**src/rtl/rtc_timebase.sv**
```systemverilog
// rtl/rtc_timebase.sv - sub-second tick, PPS pulse, uptime and 24 h time-of-day with load handshake and alarm
module rtc_timebase #(
  parameter int CLK_FREQ  = 50_000_000,
  parameter int TICK_HZ   = 1000,
  parameter int PPS_WIDTH = 1,
  parameter int UPTIME_W  = 32
) (
  input  logic                       clk_50m,
  input  logic                       reset_n,
  input  logic                       enable,
  input  logic                       set_valid,
  output logic                       set_ready,
  input  logic [4:0]                 set_hour,
  input  logic [5:0]                 set_min,
  input  logic [5:0]                 set_sec,
  output logic                       set_err,
  input  logic                       alarm_en,
  input  logic [4:0]                 alarm_hour,
  input  logic [5:0]                 alarm_min,
  input  logic [5:0]                 alarm_sec,
  output logic                       tick,
  output logic                       pps,
  output logic [$clog2(TICK_HZ)-1:0] subsec,
  output logic [4:0]                 hour,
  output logic [5:0]                 minute,
  output logic [5:0]                 second,
  output logic [UPTIME_W-1:0]        uptime,
  output logic                       alarm_hit
);

  localparam int DIV    = CLK_FREQ / TICK_HZ;
  localparam int SUB_W  = $clog2(TICK_HZ);
  localparam int PRE_W  = (DIV > 1) ? $clog2(DIV) : 1;
  localparam int PPS_CW = $clog2(PPS_WIDTH + 1);
  localparam logic [PRE_W-1:0]  PRE_LAST   = PRE_W'(DIV - 1);
  localparam logic [SUB_W-1:0]  SUB_LAST   = SUB_W'(TICK_HZ - 1);
  localparam logic [PPS_CW-1:0] PPS_RELOAD = PPS_CW'(PPS_WIDTH - 1);

  logic [PRE_W-1:0]    pre_q, pre_d;
  logic [SUB_W-1:0]    sub_q, sub_d;
  logic [4:0]          hour_q, hour_d;
  logic [5:0]          min_q, min_d, sec_q, sec_d;
  logic [UPTIME_W-1:0] up_q, up_d;
  logic [PPS_CW-1:0]   pps_cnt_q, pps_cnt_d;
  logic                pps_q, pps_d, tick_q, tick_d;
  logic                ready_q, ready_d, err_q, err_d, hit_q, hit_d;

  logic       accept, set_ok, load, wrap, boundary, alarm_ok;
  logic [4:0] hour_n;
  logic [5:0] min_n, sec_n;

  assign accept   = set_valid & ready_q;
  assign set_ok   = (set_hour <= 5'd23) && (set_min <= 6'd59) && (set_sec <= 6'd59);
  assign load     = accept & set_ok;
  assign wrap     = enable && (pre_q == PRE_LAST);
  assign boundary = wrap && (sub_q == SUB_LAST);
  assign alarm_ok = (alarm_hour <= 5'd23) && (alarm_min <= 6'd59) && (alarm_sec <= 6'd59);

  // Time-of-day one second ahead of the current value, used at each boundary.
  always_comb begin
    sec_n  = sec_q + 6'd1;
    min_n  = min_q;
    hour_n = hour_q;
    if (sec_q == 6'd59) begin
      sec_n = '0;
      min_n = min_q + 6'd1;
      if (min_q == 6'd59) begin
        min_n  = '0;
        hour_n = (hour_q == 5'd23) ? 5'd0 : hour_q + 5'd1;
      end
    end
  end

  always_comb begin
    pre_d     = pre_q;
    sub_d     = sub_q;
    hour_d    = hour_q;
    min_d     = min_q;
    sec_d     = sec_q;
    up_d      = up_q;
    pps_d     = pps_q;
    pps_cnt_d = pps_cnt_q;
    tick_d    = 1'b0;
    err_d     = 1'b0;
    hit_d     = 1'b0;
    ready_d   = 1'b1;

    if (enable) pre_d = wrap ? '0 : pre_q + 1'b1;
    if (wrap) begin
      tick_d = 1'b1;
      sub_d  = (sub_q == SUB_LAST) ? '0 : sub_q + 1'b1;
    end
    if (boundary) begin
      sec_d  = sec_n;
      min_d  = min_n;
      hour_d = hour_n;
      up_d   = up_q + UPTIME_W'(1);
      hit_d  = alarm_en && alarm_ok && !load &&
               ({hour_n, min_n, sec_n} == {alarm_hour, alarm_min, alarm_sec});
    end

    // The width countdown runs on every clock so a pulse finishes even while paused.
    if (boundary && !load) begin
      pps_d     = 1'b1;
      pps_cnt_d = PPS_RELOAD;
    end else if (pps_cnt_q != '0) begin
      pps_cnt_d = pps_cnt_q - 1'b1;
    end else begin
      pps_d = 1'b0;
    end

    // A valid load realigns the second phase and overrides a coincident boundary.
    if (load) begin
      pre_d  = '0;
      sub_d  = '0;
      tick_d = 1'b0;
      hour_d = set_hour;
      min_d  = set_min;
      sec_d  = set_sec;
    end
    if (accept) begin
      ready_d = 1'b0;
      err_d   = !set_ok;
    end
  end

  always_ff @(posedge clk_50m or negedge reset_n) begin
    if (!reset_n) begin
      pre_q     <= '0;
      sub_q     <= '0;
      hour_q    <= '0;
      min_q     <= '0;
      sec_q     <= '0;
      up_q      <= '0;
      pps_cnt_q <= '0;
      pps_q     <= 1'b0;
      tick_q    <= 1'b0;
      ready_q   <= 1'b1;
      err_q     <= 1'b0;
      hit_q     <= 1'b0;
    end else begin
      pre_q     <= pre_d;
      sub_q     <= sub_d;
      hour_q    <= hour_d;
      min_q     <= min_d;
      sec_q     <= sec_d;
      up_q      <= up_d;
      pps_cnt_q <= pps_cnt_d;
      pps_q     <= pps_d;
      tick_q    <= tick_d;
      ready_q   <= ready_d;
      err_q     <= err_d;
      hit_q     <= hit_d;
    end
  end

  assign set_ready = ready_q;
  assign set_err   = err_q;
  assign tick      = tick_q;
  assign pps       = pps_q;
  assign subsec    = sub_q;
  assign hour      = hour_q;
  assign minute    = min_q;
  assign second    = sec_q;
  assign uptime    = up_q;
  assign alarm_hit = hit_q;

endmodule

```
**config.mk**
```make
export PLATFORM = sky130hd
export DESIGN_NAME = rtc_timebase
export DESIGN_NICKNAME = d
export VERILOG_FILES = /design/src/rtl/rtc_timebase.sv
export SDC_FILE = /design/constraint.sdc
export NUM_CORES = 1
export LEC_CHECK = 0
export BUFFER_PORTS_ARGS = -buffer_cell sky130_fd_sc_hd__buf_4
export CORE_MARGIN = 3
export CORE_UTILIZATION = 39
export CTS_BUF_LIST = sky130_fd_sc_hd__clkbuf_8
export DETAILED_ROUTE_END_ITERATION = 12
export PLACE_DENSITY_LB_ADDON = 0.08
export SLEW_MARGIN = 20
export SYNTH_ARGS = -nofsm -noshare
export SYNTH_HDL_FRONTEND = slang
export SYNTH_SLANG_ARGS = --single-unit
```
**constraint.sdc**
```tcl
create_clock -name clk_50m -period 2.8 [get_ports clk_50m]
set_input_delay 0.7 -clock clk_50m [delete_from_list [all_inputs] [get_ports clk_50m]]
set_output_delay 0.7 -clock clk_50m [all_outputs]
set_load 0.03 [all_outputs]
```
==> run metrics, run 1 <==
status=finished clean; post-layout minimum cycle time=2.584 ns; sw frac=0.3123; Slew HR=0.6366; Post-synth top flop=dfrtp_1; first-pass GRT wire length=20620 um; post-layout util=0.5111; crit path DAT=2.87 ns; Slew Limit Fails=0; Clock Tree Root=clkbuf_8; most frequent cell on the critical path=or4_1; Final nets=679; clock-pin slew on the worst setup and hold paths=0.08 ns; Cells after Synth=524; share of power burned in registers=0.456; GRT Total Usage=0.1950; Slowest-stage cell, CP=or4_1; via count=4316; Worst VDD drop=303.4 uV; core area=11610 um^2; H-tree depth=3; Finish-stage setup viols=0; site row count=39; DR WL/cell=16.12 um; Final ANT Viol Nets=0; Setup crit end kind=register; Initial Utilization=0.4041; fmax=386.9 MHz; die height=115.7 um; RSZ-0062 raised after global routing=no; CTS tree=done; layout cells sized above 1=0.2285; I/O pins=103; Sink Count=80; Clock Skew=0.007715 ns; IO Port Bufs=102; CP peak stage delay=0.57 ns; Hold Path Class=in2async; RePlAce Congestion=0.8899; pwr dens=488.5 nW/um^2; gr ovfl total=0; Avg Cell Area, Syn=8.957 um^2; ys async rst share=1.000; Clk pwr share=0.318; CP max FO=24; static leakage=0.002763 uW; Final Hold Viols=0; period utilization=0.9230; Total Neg Setup Slack=0 ns; flop-to-flop setup slack=0.22 ns; initial DRC count=223; worst path cell trace=or4_1 > or2_1 > nor4_4 > buf_12 > nand2_2 > or4_1 > a31oi_1; Startpoint Class=register; Die Span X=115.7 um; Comb pwr share=0.226; post-synth cell types=57; MaxCap Viol Count=0; vias per std cell=5.519; Critical Path RT=3.08 ns; Clock Path Buffers=2; Slew @ Worst Pin=0.5431 ns; # fillers=1105; Design Power=2899 uW; crit path kind=reg2reg; EDFF count, synth=0; WL final=12600 um; switching power=905.4 uW; initial antenna violation count=0; number of global-route vias before repair=4100; largest net degree at the start of global routing=51; internal power=1994 uW; CTS buffer count=9; P&R area growth vs syn=26.47%; Yosys reg bits=80; total nets after synthesis=569; Synth warnings=0; diodes inserted=0; Cell Area, Synth=4693 um^2; DIE AREA=13390 um^2; first-pass detailed-route iteration total=5; DRC errors left=0; register area share after synthesis=0.4268; clock latency on the worst-skew pair=0.36 ns; CTS Hold Bufs=0; final HPWL from detailed placement=9513 um
## cells by family (layout without fill, tap and decap cells)
group | after synthesis | after routing | share of synthesized area
simple gates | 242 | 242 | 0.2759
buf+inv | 33 | 148 | 0.02772
mux | 7 | 7 | 0.01520
xor+xnor | 59 | 59 | 0.1101
flops | 80 | 80 | 0.4268
fa+ha+maj | 6 | 6 | 0.01600
compound gates | 97 | 97 | 0.1282
## through the flow
stage	hold WS, ns	cell area (um^2)	worst slack (ns)	std cells
floorplan	0.4044	4693	0.3012	524
global placement	0.4606	5713	0.1823	766
detailed placement	0.4636	5713	0.1576	766
CTS	0.2771	5931	0.2034	782
global route	0.2934	5936	0.03560	782
finish	0.2767	5936	0.2155	782
## routing by layer
layer	part of all wire	vias to the layer above	global-route usage
li1	-	2115	-
met1	0.47	2068	0.2681
met2	0.46	117	0.3079
met3	0.057	16	0.03760
met4	0.020	0	0.07115
met5	0	-	0
## registers in the layout, indices dropped and copies added (netlist names)
name	flops
tick	1
set_err	1
uptime	32
second	6
subsec	10
pre_q	16
set_ready	1
hour	5
alarm_hit	1
pps	1
minute	6
## power by group through the flow
stage	registers, uW	clock network (uW)	logic, uW
after floorplan	1390	0	341
after global placement	1340	0	653
after detailed placement	1340	0	657
after CTS	1320	955	659
after global routing	1340	998	727
final	1320	921	656
## synth_stat cells (all sizes together) (2+ instances only)
cell type	n	area share
a2111oi	2	0.0037
a21boi	2	0.0032
a21oi	21	0.022
a22oi	2	0.0032
a31oi	13	0.017
a41oi	3	0.0056
and2	3	0.0040
and3	22	0.029
and4	6	0.011
buf	3	0.0037
clkbuf	18	0.014
dfrtp	79	0.42
ha	6	0.016
inv	12	0.0096
mux2i	6	0.013
nand2	55	0.045
nand2b	7	0.0093
nand3	27	0.029
nand3b	3	0.0048
nand4	20	0.027
nand4b	3	0.0056
nor2	46	0.037
nor2b	6	0.0080
nor3	11	0.013
nor3b	5	0.0080
nor4	9	0.015
nor4b	2	0.0037
o2111ai	3	0.0056
o21a	3	0.0048
o21ai	32	0.034
o22ai	4	0.0053
o32ai	3	0.0056
or2	4	0.0053
or3	4	0.0053
or4	6	0.0096
xnor2	28	0.052
xor2	31	0.058
## area by class of cell
class,count,area [um^2],share of cell area
multi-input combinational,411,2565,0.4321
clock buffer,13,178.9,0.03014
clock inverter,3,38.79,0.006535
sequential,80,2003,0.3375
tap,143,178.9,0.03014
inverter,12,45.04,0.007589
timing repair buffer,120,925.9,0.1560
## final timing paths
path	start	endpoint	cells after the start
worst min register to register	uptime[31]	uptime[31]	1
worst min-delay path	reset_n	minute[3]	1
max in group asynchronous	reset_n	set_ready	2
worst max register to register	pre_q[12]	minute[5]	7
worst max-delay path	pre_q[12]	minute[5]	7
min in group clk_50m	uptime[31]	uptime[31]	1
## placed cells by master, fill, tap and decap left out, types with 3 or more instances in the layout
cell       count
nand4b_1       3
xor2_1        31
o21a_1         3
o22ai_1        4
inv_1         13
nor2b_1        6
o2111ai_1      3
xnor2_1       28
and2_1         3
a41oi_1        3
a21oi_1       21
a31oi_1       13
nor4_1         8
nor2_1        46
nor3b_1        4
or4_1          6
and4_1         6
ha_1           6
or2_2          3
clkbuf_8      13
o32ai_1        3
nand3b_1       3
and3_1        22
nand4_1       20
nand3_1       27
nand2b_1       7
nor3_1        10
nand2_1       54
mux2i_1        6
o21ai_0       30
dfrtp_1       79
or3_1          4
buf_4        118
## repair_timing
action,4_1_cts,5_1_grt
buffers inserted,0,0
setup endpoints to repair,0,1
resized for setup,0,1
## critical path, delay by kind of cell (launching register included)
kind,cells,cell delay [ns]
flip-flops,1,0.42
buffers and inverters,1,0.21
AND/OR/NAND/NOR,5,1.69
AO/OA/AOI/OAI,1,0.19
(Power assumes the default switching activity.)
==> inputs of run 2 (changes only) <==
--- a/config.mk
+++ b/config.mk
@@ -6,6 +6,7 @@
 export NUM_CORES = 1
 export LEC_CHECK = 0
 export BUFFER_PORTS_ARGS = -buffer_cell sky130_fd_sc_hd__buf_4
+export CORE_ASPECT_RATIO = 0.75
 export CORE_MARGIN = 3
 export CORE_UTILIZATION = 39
 export CTS_BUF_LIST = sky130_fd_sc_hd__clkbuf_8
==> run 2 against run 1 <==
First-iteration DRC count increased by 39%. Register-to-register slack got worse by 0.03 ns. Clock power decreased by 8.7%. Core utilization decreased by 0.12 points. Global-route usage increased by 0.24 points. Sequential share of layout area about the same. Critical endpoint unchanged. Largest cell class unchanged. Largest power group unchanged.
==> run metrics, run 2 (synthesized netlist as in run 1, its figures left out) <==
status=finished clean; DRC errors left=0; Finish-stage setup viols=0; commonest non-fill, non-tap cell in the layout=buf_4; CTS tree=done; period utilization=0.9339; global routing usage on met1=0.2964; via count=4391; layout cells sized above 1=0.2293; Setup crit end kind=register; met2 global-route usage=0.2881; first-pass detailed-route iteration total=6; Design Power=2844 uW; static leakage=0.002754 uW; crit path kind=reg2reg; commonest cells after routing, fill and taps aside=buf_4, dfrtp_1, nand2_1, nor2_1, xor2_1; Slowest-stage cell, CP=or4b_1; Total Neg Setup Slack=0 ns; die height=101.0 um; met3 GRT Util=0.04840; Critical Path Start=subsec[4]; GRT Total Usage=0.1974; post-layout minimum cycle time=2.615 ns; max reg flops=32; largest net degree at the start of global routing=47; Clock Tree Root=clkbuf_8; number of global-route vias before repair=4115; # fillers=1118; crit path DAT=2.90 ns; WL final=12940 um; H-tree depth=3; Slew @ Worst Pin=0.6116 ns; dpl ws=0.01563 ns; Initial Utilization=0.4026; Clock Path Buffers=2; vias per std cell=5.468; CTS Hold Bufs=0; worst reg2reg path depth=7; site row count=34; core area=11660 um^2; post_cts resized=0; I/O pins=103; pwr dens=478.5 nW/um^2; Die Span X=132.7 um; IO Port Bufs=102; final HPWL from detailed placement=9847 um; gr busiest metal=met1; fmax=382.4 MHz; Final ANT Viol Nets=0; DIE AREA=13400 um^2; worst path cell trace=nor3b_1 > or4b_1 > nor4_4 > buf_12 > nand2_2 > or4_1 > a31oi_1; clock latency on the worst-skew pair=0.36 ns; Slew HR=0.5923; Slew Limit Fails=0; r2r endpoint=minute[5]; MaxCap Viol Count=0; CP peak stage delay=0.58 ns; RSZ-0062 raised after global routing=no; clock-pin slew on the worst setup and hold paths=0.09 ns; diodes inserted=0; Worst VDD drop=347.2 uV; final hold slack=0.3430 ns; Clock Skew=0.01358 ns; Final nets=682; reg2reg start=subsec[4]; DR WL/cell=16.11 um; gr ovfl total=0; CTS buffer count=9; first-pass GRT wire length=21230 um; worst setup margin=0.1850 ns; flop-to-flop setup slack=0.18 ns; Hold Path Class=in2async; Final Hold Viols=0; initial antenna violation count=0; P&R area growth vs syn=26.63%; total setup buffers inserted after CTS=0; Critical Path RT=3.08 ns; Startpoint Class=register; initial DRC count=309; Sink Count=80; RePlAce Congestion=0.8984; CP max FO=24
==> run 2: changes by cell type in the layout (fill, tap and decap cells not counted) <==
cell        previous run  this run
buf_4                118       121
nor3b_1                4         5
clkinvlp_4             0         1
clkbuf_8              13         9
inv_6                  0         1
clkinv_2               1         2
nor3b_2                1         0
==> run 2: per-stage QoR <==
step                      cell area [um^2]    util  std cells
after floorplan                       4693       -        524
after global placement                5759  0.4941        788
after detailed placement              5759  0.4941        788
final                                 5943  0.5099        803
after global routing                  5943  0.5099        803
after CTS                             5943  0.5099        803
==> run 2: final cells by class <==
type	instances	area [um^2]	share of cell area
multi-input combinational	411	2560	0.4307
timing repair buffer	123	948.4	0.1596
clock buffer	9	123.9	0.02084
clock inverter	6	60.06	0.01011
sequential	80	2003	0.3371
inverter	12	45.04	0.007579
tap	162	202.7	0.03411
==> run 2: worst max-delay path: cells and delay by family, from the launching register on <==
| kind | cells | cell delay (ns) |
|---|---|---|
| and+or+nand+nor | 5 | 1.71 |
| DFF | 1 | 0.43 |
| buffers and inverters | 1 | 0.21 |
| AOI/OAI and AO/OA | 1 | 0.18 |
==> run 2: how the worst max path moves through the flow <==
stage | endpoint | slack, ns | depth (start not counted)
after floorplan | hour[4] | 0.30 | 8
after global placement | alarm_hit | 0.11 | 7
after detailed placement | minute[5] | 0.02 | 8
after CTS | minute[5] | 0.15 | 7
after global routing | minute[5] | 0.02 | 7
final | minute[5] | 0.18 | 7
==> run 2: metal layers <==
metal	routed length, um	part of all wire
met5	0	0
met4	148	0.011
met3	903	0.070
met2	5517	0.43
met1	6370	0.49
==> run 2: power breakdown <==
| group | leakage (uW) | total (uW) | switching [uW] | internal [uW] |
|---|---|---|---|---|
| combinational | 0.00159 | 679 | 395 | 284 |
| sequential | 0.00107 | 1320 | 110 | 1210 |
| clock | 0.0000967 | 841 | 437 | 404 |
| total | 0.00275 | 2840 | 941 | 1900 |
==> inputs of run 3 (changes only) <==
--- a/config.mk
+++ b/config.mk
@@ -7,7 +7,6 @@
 export LEC_CHECK = 0
 export BUFFER_PORTS_ARGS = -buffer_cell sky130_fd_sc_hd__buf_4
 export CORE_ASPECT_RATIO = 0.75
-export CORE_MARGIN = 3
 export CORE_UTILIZATION = 39
 export CTS_BUF_LIST = sky130_fd_sc_hd__clkbuf_8
 export DETAILED_ROUTE_END_ITERATION = 12
==> constraint.sdc (replaced) <==
create_clock -name clk_50m -period 3.4 [get_ports clk_50m]
set_input_delay 0.85 -clock clk_50m [delete_from_list [all_inputs] [get_ports clk_50m]]
set_output_delay 0.85 -clock clk_50m [all_outputs]
set_load 0.03 [all_outputs]
==> run 3 against run 2 <==
Clock power decreased by 13%. Critical path depth unchanged. Clock skew decreased by 0.0078 ns. Setup slack improved by 0.54 ns. Combinational power decreased by 23%.
==> run metrics, run 3 (synthesized netlist as in run 1, its figures left out) <==
diodes inserted=0; DR WL/cell=16.22 um; Slowest-stage cell, CP=or4_1; post-layout util=0.5008; CTS Hold Bufs=0; DRC errors left=0; WL final=12810 um; first-pass GRT wire length=20760 um; number of global-route vias before repair=3967; worst path cell trace=ha_1 > nand4_1 > or2_2 > or4_1 > nor3_2 > mux2i_1 > o21ai_1; Finish-stage setup viols=0; delay-heaviest family, CP=simple AND/OR/NAND/NOR gates; clock latency on the worst-skew pair=0.36 ns; Worst VDD drop=191.8 uV; first-pass detailed-route iteration total=5; Final nets=668; CTS buffer count=9; share of power burned in registers=0.468; Clk pwr share=0.311; total setup buffers inserted after CTS=0; initial DRC count=317; P&R area growth vs syn=24.37%; commonest cells after routing, fill and taps aside=buf_4, dfrtp_1, nand2_1, nor2_1, xor2_1; I/O pins=103; core area=11660 um^2; Slew Limit Fails=0; reg2reg start=pre_q[0]; initial antenna violation count=0; worst reg2reg path depth=7; static leakage=0.002690 uW; pwr dens=404.5 nW/um^2; crit path kind=reg2reg; Setup crit end=hour[4]; Design Power=2361 uW; Initial Utilization=0.4026; largest net degree at the start of global routing=81; final HPWL from detailed placement=9520 um; Startpoint Class=register; Sink Count=80; CP max FO=10; post_cts resized=0; fmax=374.3 MHz; RSZ-0062 raised after global routing=no; vias per std cell=5.430; Clock Skew=0.005753 ns; Final Hold Viols=0; flop-to-flop setup slack=0.73 ns; GRT Total Usage=0.2139; Total Neg Setup Slack=0 ns; CTS tree=done; Hold Path Class=reg2reg; H-tree depth=3; via count=4290; Final ANT Viol Nets=0; crit path DAT=2.91 ns; gr ovfl total=0; status=finished clean; max reg flops=32; CP peak stage delay=0.74 ns; sw frac=0.3329; MaxCap Viol Count=0; RePlAce Congestion=0.9203; IO Port Bufs=102; Slew HR=0.5053; post-layout minimum cycle time=2.672 ns; # fillers=1160; die height=97.01 um; Clock Path Buffers=2; period utilization=0.7858; switching power=786.0 uW; Comb pwr share=0.221; clock-pin slew on the worst setup and hold paths=0.09 ns; Slew @ Worst Pin=0.7421 ns; layout cells sized above 1=0.2150; Critical Path RT=3.64 ns; CP Depth=7; final hold slack=0.4702 ns; Clock Tree Root=clkbuf_8; site row count=34; commonest non-fill, non-tap cell in the layout=buf_4; internal power=1575 uW; DIE AREA=12480 um^2; Die Span X=128.7 um; Setup crit end kind=register; r2r endpoint=hour[4]; worst path buffer plus inverter count=0; Critical Path Start=pre_q[0]
run 3: cell count changes in the layout (fill, tap and decap cells not counted), sizes merged:
cell,delta
buf,-14
clkinv,+2
clkbuf,+1
clkinvlp,-1
inv,-1
run 3: layout make-up:
| class | instances | area, um^2 | area share |
|---|---|---|---|
| Multi-Input combinational cell | 411 | 2560 | 0.4386 |
| Sequential cell | 80 | 2003 | 0.3432 |
| Timing Repair Buffer | 109 | 822.0 | 0.1408 |
| Tap cell | 162 | 202.7 | 0.03473 |
| Clock buffer | 10 | 137.6 | 0.02358 |
| Clock inverter | 6 | 66.31 | 0.01136 |
| Inverter | 12 | 45.04 | 0.007717 |
run 3: worst min-delay path by stage:
stage | startpoint | endpoint | slack (ns) | cells after the start
final | uptime[31] | uptime[31] | 0.47 | 1
after global routing | uptime[31] | uptime[31] | 0.50 | 1
after CTS | uptime[31] | uptime[31] | 0.48 | 1
after detailed placement | uptime[31] | uptime[31] | 0.46 | 1
after global placement | uptime[31] | uptime[31] | 0.46 | 1
after floorplan | pre_q[14] | pre_q[14] | 0.47 | 1
run 3: power groups by stage:
stage | Sequential [uW] | Clock [uW] | Combinational (uW)
floorplan | 1140 | 0 | 281
global placement | 1120 | 0 | 513
detailed placement | 1120 | 0 | 517
CTS | 1100 | 763 | 520
global route | 1120 | 811 | 569
finish | 1110 | 734 | 522
run 3: metal layers:
metal	wire length, um	share of wire	vias to the layer above	GRT usage
li1	-	-	2102	-
met1	6444	0.50	2023	0.3258
met5	0	0	-	0
met3	850	0.066	16	0.04923
met2	5315	0.41	149	0.2948
met4	204	0.016	0	0.06697
run 3: per-stage QoR:
| step | instances | setup WS [ns] | area [um^2] |
|---|---|---|---|
| 5_1_grt | 790 | 0.4212 | 5837 |
| 6_report | 790 | 0.7282 | 5837 |
| 2_1_floorplan | 524 | 0.8534 | 4693 |
| 3_3_place_gp | 774 | 0.4921 | 5629 |
| 4_1_cts | 790 | 0.7239 | 5833 |
| 3_5_place_dp | 774 | 0.4032 | 5629 |
